$ cat src/rtl/pedido_ctrl.sv
// Order front end for the beverage machine: collects coin credit, validates a
// drink request, drives sel to the preparation controller and returns change.
module pedido_ctrl #(
  parameter int unsigned PRICE_CAFE  = 4,
  parameter int unsigned PRICE_LECHE = 5,
  parameter int unsigned PRICE_CHOC  = 6,
  parameter int unsigned PRICE_CAPU  = 7,
  parameter int unsigned CREDIT_MAX  = 15,
  parameter int unsigned SEL_HOLD    = 2,
  parameter int unsigned TIMEOUT     = 255
) (
  input  logic       clk_i,
  input  logic       rst_i,
  input  logic       coin_i,
  input  logic [3:0] btn_i,
  input  logic       cancel_i,
  input  logic       finish_i,
  output logic [2:0] sel_o,
  output logic       busy_o,
  output logic [7:0] credit_o,
  output logic       change_valid_o,
  output logic [7:0] change_o,
  output logic       error_o
);

  localparam int HW = (SEL_HOLD > 1) ? $clog2(SEL_HOLD) : 1;
  localparam int TW = (TIMEOUT > 1) ? $clog2(TIMEOUT) : 1;
  localparam logic [7:0]    CREDIT_MAX8 = 8'(CREDIT_MAX);
  localparam logic [HW-1:0] HOLD_LAST   = HW'(SEL_HOLD - 1);
  localparam logic [TW-1:0] TO_LAST     = TW'(TIMEOUT - 1);

  typedef enum logic [2:0] {
    IDLE,
    ISSUE,
    WAIT_FIN,
    CHANGE,
    ERROR
  } state_t;

  state_t        state_q;
  logic [2:0]    sel_q;
  logic          busy_q;
  logic [7:0]    credit_q;
  logic          changeValid_q;
  logic [7:0]    change_q;
  logic          error_q;
  logic [HW-1:0] holdCnt_q;
  logic [TW-1:0] toCnt_q;

  logic [7:0]    creditCoin_d;
  logic          reqValid_d;
  logic [2:0]    reqCode_d;
  logic [7:0]    reqPrice_d;
  logic          reqAccept_d;
  logic          cancelAccept_d;

  // Credit as it would stand after this cycle's coin; both refund and purchase
  // decisions are taken against this value so a coincident coin is not lost.
  always_comb begin
    creditCoin_d = credit_q;
    if (coin_i && (credit_q < CREDIT_MAX8)) begin
      creditCoin_d = credit_q + 8'd1;
    end

    reqValid_d = 1'b0;
    reqCode_d  = 3'b000;
    reqPrice_d = 8'd0;
    unique case (btn_i)
      4'b0001: begin reqValid_d = 1'b1; reqCode_d = 3'b001; reqPrice_d = 8'(PRICE_CAFE);  end
      4'b0010: begin reqValid_d = 1'b1; reqCode_d = 3'b010; reqPrice_d = 8'(PRICE_LECHE); end
      4'b0100: begin reqValid_d = 1'b1; reqCode_d = 3'b011; reqPrice_d = 8'(PRICE_CHOC);  end
      4'b1000: begin reqValid_d = 1'b1; reqCode_d = 3'b100; reqPrice_d = 8'(PRICE_CAPU);  end
      default: begin reqValid_d = 1'b0; reqCode_d = 3'b000; reqPrice_d = 8'd0;            end
    endcase

    cancelAccept_d = cancel_i && (creditCoin_d != 8'd0);
    reqAccept_d    = reqValid_d && (creditCoin_d >= reqPrice_d);
  end

  always_ff @(posedge clk_i) begin
    if (rst_i) begin
      state_q       <= IDLE;
      sel_q         <= 3'b000;
      busy_q        <= 1'b0;
      credit_q      <= 8'd0;
      changeValid_q <= 1'b0;
      change_q      <= 8'd0;
      error_q       <= 1'b0;
      holdCnt_q     <= '0;
      toCnt_q       <= '0;
    end else begin
      case (state_q)
        IDLE: begin
          if (cancelAccept_d) begin
            state_q       <= CHANGE;
            busy_q        <= 1'b1;
            changeValid_q <= 1'b1;
            change_q      <= creditCoin_d;
            credit_q      <= 8'd0;
          end else if (reqAccept_d) begin
            state_q   <= ISSUE;
            busy_q    <= 1'b1;
            sel_q     <= reqCode_d;
            credit_q  <= creditCoin_d - reqPrice_d;
            holdCnt_q <= '0;
          end else begin
            credit_q <= creditCoin_d;
          end
        end

        ISSUE: begin
          if (holdCnt_q == HOLD_LAST) begin
            state_q <= WAIT_FIN;
            sel_q   <= 3'b000;
            toCnt_q <= '0;
          end else begin
            holdCnt_q <= holdCnt_q + 1'b1;
          end
        end

        WAIT_FIN: begin
          if (finish_i) begin
            state_q       <= CHANGE;
            changeValid_q <= 1'b1;
            change_q      <= credit_q;
            credit_q      <= 8'd0;
          end else if (toCnt_q == TO_LAST) begin
            state_q <= ERROR;
            error_q <= 1'b1;
          end else begin
            toCnt_q <= toCnt_q + 1'b1;
          end
        end

        CHANGE: begin
          state_q       <= IDLE;
          busy_q        <= 1'b0;
          changeValid_q <= 1'b0;
          change_q      <= 8'd0;
        end

        // Locked until reset; credit is kept so it can be refunded by hand.
        ERROR: begin
          state_q <= ERROR;
        end

        default: begin
          state_q <= IDLE;
          busy_q  <= 1'b0;
          sel_q   <= 3'b000;
        end
      endcase
    end
  end

  assign sel_o          = sel_q;
  assign busy_o         = busy_q;
  assign credit_o       = credit_q;
  assign change_valid_o = changeValid_q;
  assign change_o       = change_q;
  assign error_o        = error_q;

endmodule

$ cat config.mk
export PLATFORM = sky130hd
export DESIGN_NAME = pedido_ctrl
export DESIGN_NICKNAME = d
export VERILOG_FILES = /design/src/rtl/pedido_ctrl.sv
export SDC_FILE = /design/constraint.sdc
export NUM_CORES = 1
export LEC_CHECK = 0
export ABC_AREA = 0
export CORE_MARGIN = 2
export CORE_UTILIZATION = 30
export CTS_BUF_LIST = sky130_fd_sc_hd__clkbuf_8
export CTS_CLUSTER_SIZE = 25
export DETAILED_ROUTE_END_ITERATION = 10
export SLEW_MARGIN = 20
export SYNTH_ARGS = -nofsm -noshare
export SYNTH_HDL_FRONTEND = slang
export SYNTH_SLANG_ARGS = --single-unit
$ cat constraint.sdc
create_clock -name clk_i -period 8.44 [get_ports clk_i]
set_input_delay 2.11 -clock clk_i [delete_from_list [all_inputs] [get_ports clk_i]]
set_output_delay 2.11 -clock clk_i [all_outputs]
set_load 0.01 [all_outputs]
# After elaboration in Yosys (flattened, before gate mapping)
# Cells that the tools add are included.
op_classes:
  addsub: 4
  order_cmp: 2
  n_eq_ne: 18
  n_mux: 35
  n_bitwise: 3
  n_reduce_logical: 20
ops:
  columns: ["operator", "n"]
  rows:
  - ["$mux W8", 9]
  - ["$pmux W3 S4", 3]
  - ["$pmux W8 S2", 2]
  - ["$mux W3", 8]
  - ["$pmux W8 S3", 1]
  - ["$add A8 B1 Y8 const B", 2]
  - ["$ne A2 B2 Y1 const B", 7]
  - ["$reduce_and A3 Y1", 4]
  - ["$pmux W3 S3", 1]
  - ["$eq A8 B8 Y1 const B", 1]
  - ["$ge A8 B8 Y1", 1]
  - ["$lt A8 B4 Y1 const B", 1]
  - ["$mux W1", 8]
  - ["$reduce_and A4 Y1", 2]
  - ["$reduce_bool A8 Y1", 1]
  - ["$sub A8 B8 Y8", 1]
  - ["$eq A3 B2 Y1 const B", 2]
  - ["$ne A3 B3 Y1 const B", 2]
  - ["$reduce_bool A2 Y1", 3]
  - ["$reduce_or A3 Y1", 2]
  - ["$eq A4 B1 Y1 const B", 1]
  - ["$eq A4 B2 Y1 const B", 1]
  - ["$eq A4 B3 Y1 const B", 1]
  - ["$eq A4 B4 Y1 const B", 1]
  - ["other kinds (11)", 17]
totals:
  regBits: 34
  in_bits: 9
  output_inout_bits: 22
  elab_cells: 91

# Longest topological paths before layout
# Gate-level depths: netlist of run 1.
logic_depth:
  depth_word: 8
  depth_mapped: 12
  mapped_depth_nobuf: 12

# Worst setup path after synthesis of run 1
# No wires, ideal clock.
synth_path:
  path_type: "input port to flip-flop"
  start: "in btn_i[3]"
  end: "reg credit_q[0] (netlist: credit_o[0])"
  setup_time_ns: 0.117
  arrival_time_ns: 4.157
  t_required_ns: 8.323
  setup_slack_ns: 4.166
  cell_stages: 11
  n_path_buf: 1
  path_cell_list: "clkbuf_1 -> xnor2_1 -> nor3_1 -> ha_1 -> fa_1 -> a21bo_2 -> a211oi_1 -> o21ai_0 -> nand2_1 -> a31o_1 -> a22o_1"
synth_via:
  elab_chain_len: 7
  elab_cells_between_ends: 13
  cone_classes: "1 x add/sub; 1 x order compare; 4 x eq/ne; 5 x mux; 2 x reduce/logical"
synth_rtl:
  columns: ["element", "line_no", "text"]
  rows:
  - ["start: declaration", "15", "input logic [3:0] btn_i,"]
  - ["$eq A4 B4 Y1 (tied with other cells)", "68", "unique case (btn_i)"]
  - ["$pmux W3 S4 / $reduce_or A4 Y1 (equally long branches)", null, null]
  - ["$ge A8 B8 Y1 / $mux W1 (equally long branches)", "77, 68", null]
  - ["$logic_and A1 B1 Y1", "77", "reqAccept_d = reqValid_d && (creditCoin_d >= reqPrice_d);"]
  - ["$mux W8 *", "100", "end else if (reqAccept_d) begin"]
  - ["$mux W8 *", "94", "if (cancelAccept_d) begin"]
  - ["$pmux W8 S2 *", "92", "case (state_q)"]
  - ["end signal: assignment", "104", "credit_q <= creditCoin_d - reqPrice_d;"]
  - ["end signal: assignment", "107", "credit_q <= creditCoin_d;"]
  - ["end: declaration", "43", "logic [7:0] credit_q;"]
# Every way passes the cells marked *; elsewhere a longest branch is shown, timed or not.
# A chain may end at the register's enable or synchronous reset.

# Worst setup path after layout of run 1
layout_path:
  start: "in coin_i"
  end: "reg state_q[2]"
layout_via:
  elab_chain_len: 6
  elab_cells_between_ends: 10
  cone_classes: "1 x order compare; 1 x eq/ne; 3 x mux; 5 x reduce/logical"
layout_rtl:
  columns: ["element", "line_no", "text"]
  rows:
  - ["start: declaration", "14", "input logic coin_i,"]
  - ["$logic_and A1 B1 Y1 *", "61", "if (coin_i && (credit_q < CREDIT_MAX8)) begin"]
  - ["$mux W8 *", "61", null]
  - ["$ge A8 B8 Y1 / $reduce_bool A8 Y1 (equally long branches)", "77, 76", null]
  - ["$logic_and A1 B1 Y1 (on tied branches)", "77, 76", null]
  - ["$ne A3 B3 Y1 (no line) / $mux W3 (equally long branches)", null, null]
  - ["$reduce_and A3 Y1 (no line) / $pmux W3 S4 (equally long branches)", null, null]
  - ["end signal: assignment", "82", "state_q <= IDLE;"]
  - ["end signal: assignment", "95", "state_q <= CHANGE;"]
  - ["end signal: assignment", "101", "state_q <= ISSUE;"]
  - ["end: declaration", "40", "state_t state_q;"]
# Marks and branches as above.

==> results of run 1 <==
[cell families after synthesis]
logic type / share of synthesized area (%)
compound gates: 23.3
xor+xnor: 4.12
fa+ha+maj: 4.47
buf+inv: 5.23
flops: 32.0
mux: 4.70
simple gates: 26.2
[worst min-delay path: cells and delay by family (launching register included)]
kind               cells  cell delay, ns
AOI/OAI and AO/OA      1            0.05
and+or+nand+nor        1            0.05
DFF                    1            0.31
[synth_stat cells, types with 3 or more instances]
| cell type | n | share of area, % |
|---|---|---|
| a31oi_1 | 5 | 1.5 |
| xnor2_1 | 4 | 1.6 |
| and3_1 | 5 | 1.5 |
| dfxtp_1 | 34 | 32 |
| clkbuf_1 | 3 | 0.53 |
| o21ai_0 | 12 | 2.8 |
| nand3_1 | 6 | 1.4 |
| a21oi_1 | 19 | 4.5 |
| buf_4 | 4 | 1.4 |
| nand2_1 | 25 | 4.4 |
| nand3b_1 | 9 | 3.2 |
| nand4_1 | 4 | 1.2 |
| ha_1 | 6 | 3.5 |
| nor2_1 | 24 | 4.2 |
| mux2i_1 | 10 | 4.7 |
| o31ai_1 | 4 | 1.4 |
| inv_1 | 9 | 1.6 |
| a22o_1 | 3 | 1.2 |
| xor2_1 | 6 | 2.5 |
| nor3_1 | 5 | 1.2 |
| or2_2 | 5 | 1.5 |
[per-layer routing]
| metal | up-vias | GRT usage [%] | wire, µm |
|---|---|---|---|
| met5 | - | 0 | 0 |
| met4 | 0 | 4.68 | 76 |
| met3 | 7 | 2.71 | 198 |
| met2 | 52 | 21.0 | 2250 |
| met1 | 882 | 19.5 | 2510 |
| li1 | 968 | - | - |
[worst max-delay path by stage]
stage | start | to | cells past startpoint | slack [ns]
after floorplan | btn_i[3] | credit_o[0]$_SDFFE_PP0P_ | 11 | 4.17
after global placement | coin_i | credit_o[0]$_SDFFE_PP0P_ | 11 | 3.45
after detailed placement | coin_i | state_q[2]$_SDFFE_PP0P_ | 11 | 3.35
after CTS | coin_i | state_q[2]$_SDFFE_PP0P_ | 11 | 3.66
after global routing | coin_i | credit_o[0]$_SDFFE_PP0P_ | 11 | 3.39
final | coin_i | state_q[2]$_SDFFE_PP0P_ | 11 | 3.64
[cell type report]
class,count,share of cell area (%)
multi-input cells,197,51.6
repair buffers,31,11.9
clock buffers,5,2.66
flip-flops and latches,34,26.3
inverters,9,1.31
well taps,96,4.64
clock inverters,3,1.55
[flip-flops by register name, indices dropped and copies added, names as in the netlist]
name	count
error_o	1
busy_o	1
change_valid_o	1
credit_o	8
holdCnt_q	1
toCnt_q	8
sel_o	3
change_o	8
state_q	3
[power breakdown]
part           internal [mW]  switching [mW]
registers              0.185          0.0383
logic                  0.140           0.162
clock network         0.0869          0.0619
[per-stage QoR]
step | total power, mW | hold WS, ns | instances | area (µm²)
after floorplan | 0.450 | 0.458 | 251 | 2130
after global placement | 0.524 | 0.443 | 367 | 2480
after detailed placement | 0.525 | 0.447 | 367 | 2480
after CTS | 0.677 | 0.457 | 375 | 2590
after global routing | 0.721 | 0.485 | 375 | 2590
final | 0.674 | 0.454 | 375 | 2590
==> metrics.md, run 1 <==
| Metric | Value |
|---|---|
| Slowest stage cell on the critical path | `clkdlybuf4s50_1` |
| CP bufs+invs | `1` |
| Diode count | `0` |
| Congestion Overflow GR | `0` |
| Worst vdd ir | `79.4 µV` |
| Crit path launch type | `input port` |
| Sinks on Clock Net | `34` |
| Pwr dens | `260 nW/µm²` |
| Rel. slew slack | `50.8%` |
| Final GP Congestion | `0.826` |
| Final setup fails | `0` |
| Hold Crit Endpoint | `change_o[6]$_SDFFE_PP0P_` |
| Sequential share of the synthesized area | `32.0%` |
| Synth-to-Final Area Change | `21.6%` |
| Clock buffer count from CTS | `5` |
| WP data required | `8.65 ns` |
| Area of the multi-input gates | `1340 µm²` |
| Least-Margin Pin Slew | `0.731 ns` |
| Max-slew violations | `0` |
| Die Footprint | `7780 µm²` |
| Post-synth top flop | `dfxtp_1` |
| Outcome | `finished, final reports clean` |
| Most frequent CP cell | `a211oi_1` |
| Hold path depth | `2` |
| Syn_nets | `267` |
| Fillcell total | `725` |
| Max Fclk | `208 MHz` |
| Final Core Density | `37.9%` |
| DR DRC count | `0` |
| Fin nets | `294` |
| Setup tns final | `0 ns` |
| R2R Setup Slk | `4.82 ns` |
| CTS tree | `done` |
| FF+latch count, synth | `34` |
| Routed via count | `1,909` |
| Initial Utilization | `31.2%` |
| Critical-path cell list | `clkdlybuf4s50_1 > nand3_1 > xor2_1 > ha_1 > fa_1 > a21bo_2 > a211oi_1 > o21ai_0 > nand2_1 > a211oi_1 > nor3b_1` |
| Final count of hold timing violations | `0` |
| Cell count after synthesis | `251` |
| WL/cell | `13.4 µm` |
| Post-route minimum period | `4.80 ns` |
| Post-CTS Setup Bufs | `0` |
| Initial antenna violation count | `0` |
| First-pass GRT wire length | `8540 µm` |
| Number of synthesized flops with an enable pin | `0` |
| Arr. time, crit path | `5.01 ns` |
| Post-route ant nets | `0` |
| Pre-antenna DRT Iters | `4` |
| Delay-heaviest family, CP | `compound AO/OA/AOI/OAI gates` |
| Post-route worst setup slack | `3.64 ns` |
| Total Wirelength | `5030 µm` |
| Worst Reg-to-Reg Cells | `11` |
| Hold_sp | `change_o[6]$_SDFFE_PP0P_` |
| Share of post-route cells with drive strength above 1 | `9.32%` |
| Largest net degree at the start of global routing | `26` |
| FF-to-FF End | `state_q[2]$_SDFFE_PP0P_` |
| CTS Hold Bufs | `0` |
| HPWL after DPL | `3780 µm` |
| Die height | `88.2 µm` |
| WS Path Type | `input port to flip-flop` |
| Worst setup EP type | `flip-flop` |
| Std cell rows | `30` |
| CTS resizes | `0` |
| Vias in the first global route | `1,799` |
| Die width | `88.2 µm` |
| Clock Latency Late Sink | `0.29 ns` |
| H-tree depth | `2` |
| Tcrit/Tclk final | `56.9%` |
| Initial drt markers | `93` |
| Worst slack, placed | `3.35 ns` |
| Netlist cell types | `57` |
| Hold Path Class | `flip-flop to flip-flop` |
| Core ar. | `6830 µm²` |
| Fin Clk Skew | `0.00864 ns` |
| Most common library cell in the layout ignoring fill and taps | `dfxtp_1` |
| Vias per inst | `5.09` |
| Register area | `681 µm²` |
| Crit Reg-Reg Startpoint | `credit_o[4]$_SDFFE_PP0P_` |
| Mapped Area | `2130 µm²` |
| Commonest non-fill, non-tap cells in the layout | `dfxtp_1 (34), clkdlybuf4s50_1 (30), nand2_1 (25)` |
| Post-synthesis async set-or-reset flop share | `0%` |
| CP max stage delay | `0.57 ns` |
| Input/output buffers | `30` |
| Clock Pin Slew Worst Setup and Hold Paths | `0.07 ns` |
| RSZ-0062 raised after global routing | `no` |
| Total GRT Usage | `13.8%` |
| Max-Cap Viols | `0` |
| Static Leak | `0.977 nW` |
| YS warnings | `0` |
| CTS Buffer Depth | `2` |
| CTS root buffer | `clkbuf_8` |
| Post-synthesis average cell area | `8.48 µm²` |
| # IOs | `31` |
| CP Max Fanout | `6` |
No activity file was read; power rests on OpenSTA's default activity.
==> run 2: changes to the inputs <==
==> constraint.sdc (replaced) <==
create_clock -name clk_i -period 4.4 [get_ports clk_i]
set_input_delay 1.1 -clock clk_i [delete_from_list [all_inputs] [get_ports clk_i]]
set_output_delay 1.1 -clock clk_i [all_outputs]
set_load 0.01 [all_outputs]
==> run 2 against run 1 <==
Compared with the run above:
- die area unchanged
- flip-flop and latch count unchanged
- global-route usage about the same
- total power up 93%
- sequential power up 92%
- utilization up 0.11 points
- sequential share of layout area down 0.076 points
- clock power up 92%
- via count up 1.0%
- non-clock buffer count up 1
- clock skew up 0.00098 ns
- critical endpoint is now credit_o[0]$_SDFFE_PP0P_
- largest cell class unchanged
==> metrics.md, run 2 (same netlist as run 1, synthesis figures left out) <==
| Metric | Value |
|---|---|
| CTS tree | `done` |
| Max Fclk | `262 MHz` |
| Std cell rows | `30 (unchanged)` |
| Input/output buffers | `30 (unchanged)` |
| Initial antenna violation count | `0 (unchanged)` |
| Static Leak | `0.981 nW (+0.43%)` |
| Vias in the first global route | `1,767 (-1.8%)` |
| CTS resizes | `0 (unchanged)` |
| Initial drt markers | `109 (+17%)` |
| Initial Utilization | `31.2% (unchanged)` |
| WP data required | `4.58 ns (-4.07 ns)` |
| # IOs | `31 (unchanged)` |
| Core ar. | `6830 µm² (unchanged)` |
| Fin nets | `295 (+0.34%)` |
| Routed via count | `1,928 (+1.0%)` |
| Max-slew violations | `0 (unchanged)` |
| Worst setup EP type | `flip-flop` |
| Clk pwr share | `22.1% (about the same)` |
| Largest net degree at the start of global routing | `26 (unchanged)` |
| Net Sw Frac | `39.0% (+0.18 points)` |
| HPWL after DPL | `3760 µm (-0.42%)` |
| Pwr dens | `500 nW/µm² (+92%)` |
| Post-route cell area | `2590 µm² (+0.29%)` |
| Die width | `88.2 µm (unchanged)` |
| Sequential power share | `33.0% (about the same)` |
| Final count of hold timing violations | `0 (unchanged)` |
| Total GRT Usage | `13.7% (-0.045 points)` |
| Tcrit/Tclk final | `86.6%` |
| Die Footprint | `7780 µm² (unchanged)` |
| Rel. slew slack | `47.7% (-3.1 points)` |
| Pre-antenna DRT Iters | `5 (+1)` |
| Die height | `88.2 µm (unchanged)` |
| Outcome | `finished, final reports clean` |
| Vias per inst | `5.13 (+0.73%)` |
| Clock buffer count from CTS | `5 (unchanged)` |
| Worst vdd ir | `139 µV (+75%)` |
| Fin Clk Skew | `0.00963 ns (+0.000983 ns)` |
| P_int | `792 µW (+92%)` |
| Critical-path cell list | `clkdlybuf4s50_1 > nand3_1 > mux2i_1 > inv_1 > ha_1 > a21bo_2 > a211oi_1 > o21ai_0 > nand2_1 > mux2i_1 > a22o_1` |
| Setup tns final | `0 ns (unchanged)` |
| Most frequent CP cell | `mux2i_1` |
| Post-CTS Setup Bufs | `0 (unchanged)` |
| Commonest non-fill, non-tap cells in the layout | `dfxtp_1 (34), clkdlybuf4s50_1 (30), nand2_1 (25)` |
| Synth-to-Final Area Change | `21.9%` |
| Crit Reg-Reg Startpoint | `credit_o[4]$_SDFFE_PP0P_` |
| Diode count | `0 (unchanged)` |
| Post-route ant nets | `0 (unchanged)` |
| CTS Buffer Depth | `2 (unchanged)` |
| Slowest stage cell on the critical path | `clkdlybuf4s50_1` |
| Hold_sp | `change_o[7]$_SDFFE_PP0P_` |
| Arr. time, crit path | `4.00 ns (-1.01 ns)` |
| Share of post-route cells with drive strength above 1 | `9.64% (+0.32 points)` |
| H-tree depth | `2 (unchanged)` |
| Clock Latency Late Sink | `0.29 ns (about the same)` |
| WL/cell | `13.5 µm (+0.77%)` |
| DR DRC count | `0 (unchanged)` |
| CP Launch Point | `coin_i` |
| CTS root buffer | `clkbuf_8` |
| Hold Path Class | `flip-flop to flip-flop` |
| CP max stage delay | `0.56 ns (about the same)` |
| Crit path launch type | `input port` |
| First-pass GRT wire length | `8460 µm (-0.97%)` |
| P_sw | `507 µW (+94%)` |
| Max-Cap Viols | `0 (unchanged)` |
| Total Wirelength | `5080 µm (+1.0%)` |
| CP Max Fanout | `6 (unchanged)` |
| Final setup fails | `0 (unchanged)` |
| Clock Pin Slew Worst Setup and Hold Paths | `0.07 ns (about the same)` |
| CTS Hold Bufs | `0 (unchanged)` |
| Placed Area | `2490 µm² (+0.30%)` |
| Least-Margin Pin Slew | `0.777 ns (+0.0460 ns)` |
| Final GP Congestion | `0.837 (+1.3%)` |
| Combinational share of power | `45.0% (+0.2 points)` |
| RSZ-0062 raised after global routing | `no` |
| WS Path Type | `input port to flip-flop` |
| Congestion Overflow GR | `0 (unchanged)` |
| Most common library cell in the layout ignoring fill and taps | `dfxtp_1` |
| Post-route minimum period | `3.81 ns` |
| Sinks on Clock Net | `34 (unchanged)` |
## run 2: changes by cell type in the layout (fill, tap and decap cells not counted), sizes merged
cell and delta:
buf +1
## run 2: path summary, 6_finish.rpt
check / to / slack (ns) / depth (start not counted)
max: credit_o[0]$_SDFFE_PP0P_ / 0.59 / 11
min: change_o[7]$_SDFFE_PP0P_ / 0.46 / 2
max reg2reg: credit_o[0]$_SDFFE_PP0P_ / 0.82 / 11
min reg2reg: change_o[7]$_SDFFE_PP0P_ / 0.46 / 2
## run 2: cell type report
type                            count  area, µm²
Clock buffer                        5       68.8
Clock inverter                      3       40.0
Fill cell                         737       4240
Inverter                            9       33.8
Multi-Input combinational cell    197       1340
Sequential cell                    34        681
Tap cell                           96        120
Timing Repair Buffer               32        315
## run 2: per-stage QoR
step	total power [mW]	hold WS, ns	worst slack [ns]	instances	utilization (%)
finish	1.30	0.457	0.588	376	38.0
global route	1.38	0.477	0.286	376	38.0
CTS	1.30	0.460	0.602	376	38.0
detailed placement	1.01	0.446	0.318	368	36.4
global placement	1.01	0.443	0.416	368	36.4
floorplan	0.864	0.458	1.14	251	-
## run 2: power groups by stage
| stage | clock network (mW) | registers, mW | logic [mW] |
|---|---|---|---|
| 2_1_floorplan | 0 | 0.413 | 0.451 |
| 3_3_place_gp | 0 | 0.434 | 0.572 |
| 3_5_place_dp | 0 | 0.434 | 0.579 |
| 4_1_cts | 0.292 | 0.426 | 0.583 |
| 5_1_grt | 0.304 | 0.438 | 0.638 |
| 6_report | 0.286 | 0.428 | 0.584 |
## run 2: layer usage
layer,track usage (%),vias up,share of wire [%]
met3,3.45,8,4.3
met2,21.3,43,45
li1,-,971,-
met4,4.96,0,1.6
met5,0,-,0
met1,18.6,906,49
## run 2: worst max-delay path: cells and delay by family
kind                     cells  cell delay (ns)
AO/OA/AOI/OAI                4             0.90
adder cells (fa/ha/maj)      1             0.31
buffers and inverters        2             0.65
multiplexers                 2             0.55
AND/OR/NAND/NOR              2             0.48
==> run 3: changes to the inputs <==
--- a/config.mk
+++ b/config.mk
@@ -9,6 +9,7 @@
 export CORE_MARGIN = 2
 export CORE_UTILIZATION = 30
 export CTS_BUF_LIST = sky130_fd_sc_hd__clkbuf_8
+export CTS_CLUSTER_DIAMETER = 100
 export CTS_CLUSTER_SIZE = 25
 export DETAILED_ROUTE_END_ITERATION = 10
 export SLEW_MARGIN = 20
==> results of run 3 <==
The final DEF is identical to that of run 2; final timing and power are the same.
